File: config.mk
export PLATFORM = sky130hd
export DESIGN_NAME = jtag_host_shifter
export DESIGN_NICKNAME = d
export VERILOG_FILES = /design/src/rtl/jtag_host_shifter.sv
export SDC_FILE = /design/constraint.sdc
export NUM_CORES = 1
export LEC_CHECK = 0
export CORE_MARGIN = 2
export CORE_UTILIZATION = 48
export DETAILED_ROUTE_END_ITERATION = 10
export PLACE_DENSITY = 0.76
export SYNTH_ARGS = -nofsm -noshare
export SYNTH_HDL_FRONTEND = slang
export SYNTH_SLANG_ARGS = --single-unit
File: constraint.sdc
create_clock -name TCK -period 2.1 [get_ports TCK]
set_input_delay 0.42 -clock TCK [delete_from_list [all_inputs] [get_ports TCK]]
set_output_delay 0.42 -clock TCK [all_outputs]
set_load 0.1 [all_outputs]
File: src/rtl/jtag_host_shifter.sv
// JTAG host IR/DR scan shifter; `define JTAG_HOST_TLR_EN adds a 5x TMS=1 Test-Logic-Reset resync after TRST.
// Latency: rsp_valid L+5 (DR) / L+6 (IR) TCK after accept; cmd_ready only in IDLE, initiator holds cmd_valid.
module jtag_host_shifter #(
    parameter int DATA_MAX = 32
) (
    input  logic                TCK,
    input  logic                TRST,
    input  logic                cmd_valid,
    output logic                cmd_ready,
    input  logic                cmd_is_ir,
    input  logic [5:0]          cmd_len,
    input  logic [DATA_MAX-1:0] cmd_data,
    output logic                tms,
    output logic                tdi,
    input  logic                tdo,
    output logic                rsp_valid,
    output logic [DATA_MAX-1:0] rsp_data,
    output logic                busy
);

`ifdef JTAG_HOST_TLR_EN
    typedef enum logic [3:0] {IDLE, START, SEL_DR, SEL_IR, CAPTURE, SHIFT, EXIT1, UPDATE, TLR} state_t;
    localparam state_t RST_STATE = TLR;
`else
    typedef enum logic [3:0] {IDLE, START, SEL_DR, SEL_IR, CAPTURE, SHIFT, EXIT1, UPDATE} state_t;
    localparam state_t RST_STATE = IDLE;
`endif

    localparam logic [6:0] DMAX = 7'(DATA_MAX);

    state_t              state_q, state_d;
    logic                is_ir_q, is_ir_d;
    logic [5:0]          len_q, len_d;
    logic [5:0]          cnt_q, cnt_d;
    logic [DATA_MAX-1:0] data_q, data_d;
    logic [DATA_MAX-1:0] mask_q, mask_d;
    logic [DATA_MAX-1:0] rsp_q, rsp_d;
    logic                rsp_vld_q;
    logic [5:0]          len_c;
    logic                tms_c, tdi_c, last_bit;

    always_ff @(posedge TCK or negedge TRST) begin
        if (!TRST) begin
            state_q   <= RST_STATE;
            is_ir_q   <= 1'b0;
            len_q     <= '0;
            cnt_q     <= '0;
            data_q    <= '0;
            mask_q    <= '0;
            rsp_q     <= '0;
            rsp_vld_q <= 1'b0;
        end else begin
            state_q   <= state_d;
            is_ir_q   <= is_ir_d;
            len_q     <= len_d;
            cnt_q     <= cnt_d;
            data_q    <= data_d;
            mask_q    <= mask_d;
            rsp_q     <= rsp_d;
            rsp_vld_q <= (state_q == UPDATE);
        end
    end

    always_comb begin
        len_c = cmd_len;
        if (cmd_len == 6'd0)
            len_c = 6'd1;
        else if ({1'b0, cmd_len} > DMAX)
            len_c = DMAX[5:0];
    end

    assign last_bit = (cnt_q == len_q - 6'd1);

    always_comb begin
        state_d = state_q;
        is_ir_d = is_ir_q;
        len_d   = len_q;
        cnt_d   = cnt_q;
        data_d  = data_q;
        mask_d  = mask_q;
        rsp_d   = rsp_q;
        tms_c   = 1'b0;
        tdi_c   = 1'b0;
        case (state_q)
            IDLE: begin
                if (cmd_valid && cmd_ready) begin
                    state_d = START;
                    is_ir_d = cmd_is_ir;
                    len_d   = len_c;
                    data_d  = cmd_data;
                    cnt_d   = '0;
                    mask_d  = DATA_MAX'(1);
                    rsp_d   = '0;
                end
            end
            START: begin
                tms_c   = 1'b1;
                state_d = SEL_DR;
            end
            SEL_DR: begin
                tms_c   = is_ir_q;
                state_d = is_ir_q ? SEL_IR : CAPTURE;
            end
            SEL_IR:  state_d = CAPTURE;
            CAPTURE: state_d = SHIFT;
            SHIFT: begin
                // mask_q is one-hot on the bit being shifted this cycle
                tms_c  = last_bit;
                tdi_c  = data_q[0];
                data_d = data_q >> 1;
                mask_d = mask_q << 1;
                rsp_d  = tdo ? (rsp_q | mask_q) : (rsp_q & ~mask_q);
                cnt_d  = cnt_q + 6'd1;
                if (last_bit)
                    state_d = EXIT1;
            end
            EXIT1: begin
                tms_c   = 1'b1;
                state_d = UPDATE;
            end
            UPDATE: state_d = IDLE;
`ifdef JTAG_HOST_TLR_EN
            TLR: begin
                tms_c = (cnt_q < 6'd5);
                if (cnt_q == 6'd5) begin
                    state_d = IDLE;
                    cnt_d   = '0;
                end else begin
                    cnt_d = cnt_q + 6'd1;
                end
            end
`endif
            default: state_d = IDLE;
        endcase
    end

    // TRST gates the combinational outputs so they drop the moment reset asserts
    assign cmd_ready = TRST & (state_q == IDLE);
    assign busy      = TRST & (state_q != IDLE);
    assign tms       = TRST & tms_c;
    assign tdi       = TRST & tdi_c;
    assign rsp_valid = rsp_vld_q;
    assign rsp_data  = rsp_q;

endmodule

==> metrics, run 1 <==
RePlAce Congestion=0.868; fill count=about 740; fin crit share=1.34; syn nets=roughly 600; NetSw=0.00575 W; Final min period=about 2.8 ns; CP endpoint kind=output pin; Iter 0 DRT Violations=208; CTS Buffer Depth=2; Worst-Margin Slew=1.05 ns; TritonCTS Buffers=17; crit-path max FO=2; Max Clk Rate=356 MHz; layout cell share with drive strength beyond 1=0.190; CTS tree=done; vias=around 4.1k; area grow syn2layout=36.8%; CP Buf/Inv Count=2; antenna violation net count after detailed routing=0; Worst-Skew Late Latency=~0.5 ns; Synth warnings=0; cell at the root of the clock tree=clkbuf_8; Congestion Overflow GR=0; clock slew at reported path FFs=0.06 ns; Final Max Slew Viols=0; WL/cell=between 10 and 15 um; Logic pwr share=0.467; Seq pwr share=0.307; final worst clock skew=0.00598 ns; overall power=0.0126 W; clock sink total=~110; die height=approximately 100 um; placed insts=738; maxcap violations=0; Die Width=104 um; crit-path cells=inv_2 > ha_4 > or3b_1 > a211oi_2 > and4b_4 > nand2_4 > a31oi_4 > buf_12; fin nets=approximately 690; Global Route Usage Sum=0.225; clock share of power=0.226; slew margin rel.=0.299; minimum hold slack=~0.26 ns; die area=around 0.011 mm^2; Ant. Diodes=0; LEAKAGE=around 3.1 nW; Pre-Repair DR Iteration Count=4; Ports=80; num rows=36; switching share of total power=0.456; Seq cells post-synth=about 110; Unique masters post-synth=34; Peak VDD IR=about 0.0012 V; IO Port Bufs=79; post-synth top area share=0.586; critical path startpoint category=flip-flop; main area contributors after synthesis=dfrtp_1, nand2_1, nor2_1; initial core utilization=0.494; Largest stage delay, worst path=~0.38 ns; Synth Instances=between 500 and 600; Worst Setup Path Type=reg -> out; first-pass GRT wire length=19700 um; vias in the first global route=about 4.2k; largest net degree at the start of global routing=between 80 and 90; final setup violation count=4; RSZ-0062 raised after global routing=yes; mean post-synth cell area=9.04 um^2; Detailed Route WL=11600 um; Worst Path Required=1.68 ns; Post-Layout Cell Count=just under 800; min-delay worst type=in -> async; violated checks=setup timing; P per Cell Area=about 1900 mW/mm^2; setup slack at placement=-0.344 ns; internal power=between 0.006 and 0.007 W; mapped cell area=0.00483 mm^2; Synth area leader=dfrtp_1; Seq/Total Area, Yosys=0.586; crit path max-delay cell type=dfrtp_1; Post-route DRC=0; core area=just under 0.01 mm^2; WP data arrival=between 2 and 2.5 ns; result of the run=finished, violations left; Layout Utilization=0.676; final worst setup slack=-0.707 ns; Detail Placement HPWL=~7300 um; level count of the clock H-tree=4; initial antenna violation count=0; critical path's top delay family=simple AND/OR/NAND/NOR gates; final hold vios=0; Via density=around 5.3
==> layout make-up <==
cell class | instances | area, um^2 | share of cell area
clock buffer | 22 | 463 | 0.0701
clock inverter | 10 | 133 | 0.0201
inverter | 5 | 18.8 | 0.00284
multi-input combinational | 385 | 1940 | 0.294
sequential | 113 | 2830 | 0.428
tap | 133 | 166 | 0.0252
timing repair buffer | 116 | 1050 | 0.159
==> cells in the mapped netlist, drive strengths merged <==
library cell and instances:
mux2 1, nand2b 4, nand3b 2, or3 2, buf 15, nor4 1, a31oi 3, ha 6
nand3 38, o21ai 14, nand4b 1, and4b 1, xor2 3, o22ai 33, clkbuf 16, nand2 149
or3b 1, nor2b 4, nand4 2, dfrtp 113, xnor2 4, o2111ai 1, a21oi 34, a211oi 1
and3 3, inv 5, nor3 3, nor2 70, o211ai 1, and2 3
==> logic make-up after synthesis <==
logic type	count (synthesis)	share of synthesized area
muxes	1	0.00311
xor gates and xnor gates	7	0.0127
buffers and inverters	36	0.0303
and+or+nand+nor	284	0.250
AOI/OAI and AO/OA	87	0.102
DFF	113	0.586
adders and majority gates	6	0.0155
==> cells in the final DEF, fill, tap and decap left out, drive strengths merged, types with 2 or more instances in the layout <==
cell type      count
o22ai             33
nor2              70
ha                 6
buf               73
nand3b             2
dlygate4sd3        2
nand2b             4
clkdlybuf4s50     41
nand4              2
clkbuf            22
xnor2              4
dfrtp            113
o21ai             14
a31oi              3
xor2               3
clkinv             4
nor2b              4
and3               3
a21oi             34
nor3               3
nand3             38
inv                5
nand2            149
and2               3
bufinv             3
or3                2
clkinvlp           3
==> flip-flops by register name, summed over array words and instances, names as in the netlist <==
signal,flops
len_q,6
rsp_data,32
state_q,3
cnt_q,6
rsp_valid,1
mask_q,32
data_q,32
is_ir_q,1
==> power by group through the flow <==
stage | Clock (W) | Sequential [W] | Combinational (W)
floorplan | 0 | 0.00589 | 0.00202
global placement | 0 | 0.00382 | 0.00539
detailed placement | 0 | 0.00387 | 0.00555
CTS | 0.00290 | 0.00386 | 0.00582
global route | 0.00301 | 0.00400 | 0.00627
finish | 0.00285 | 0.00387 | 0.00588
==> path summary, 6_finish.rpt <==
kind                                       startpoint                endpoint  depth (start not counted)  slack (ns)
worst max register to register   len_q[0]$_DFFE_PN0P_  state_q[0]$_DFFE_PN0P_                          8           0
worst min register to register  data_q[7]$_DFFE_PN0P_   data_q[7]$_DFFE_PN0P_                          2        0.50
max in group asynchronous                        TRST  mask_q[12]$_DFFE_PN0P_                          2        1.14
worst max-delay path             len_q[0]$_DFFE_PN0P_                     tms                          8       -0.71
min in group TCK                         cmd_data[31]  data_q[31]$_DFFE_PN0P_                          3        0.44
worst min-delay path                             TRST    len_q[3]$_DFFE_PN0P_                          2        0.26
==> metrics by stage <==
stage / setup TNS [ns] / area, um^2
5_1_grt: -1.17 / 6610
6_report: -0.783 / 6610
3_3_place_gp: -0.280 / 5840
4_1_cts: -0.783 / 6590
2_1_floorplan: -0.513 / 4850
3_5_place_dp: -0.344 / 5840
==> what timing repair did <==
item                                    CTS  global route
endpoints found under the hold margin     2             0
hold buffers                              2             0
gates resized for setup                  17             1
gates cloned                              0             0
pin swaps                                 6             3
buffers inserted                         10             2
endpoints found under the setup margin    4             5
==> routing by layer <==
layer	routed length, um	global-route usage	part of all wire
met4	186	0.0811	0.016
met1	5030	0.288	0.43
met3	530	0.0595	0.046
met2	5860	0.371	0.50
met5	0	0	0
Note: power is estimated with default switching activity, not from simulation.
==> run 2: changes to the inputs <==
- CTS_CLUSTER_SIZE: unset -> 30
==> results of run 2 <==
No change in the layout: final DEF, timing and power equal those of run 1.
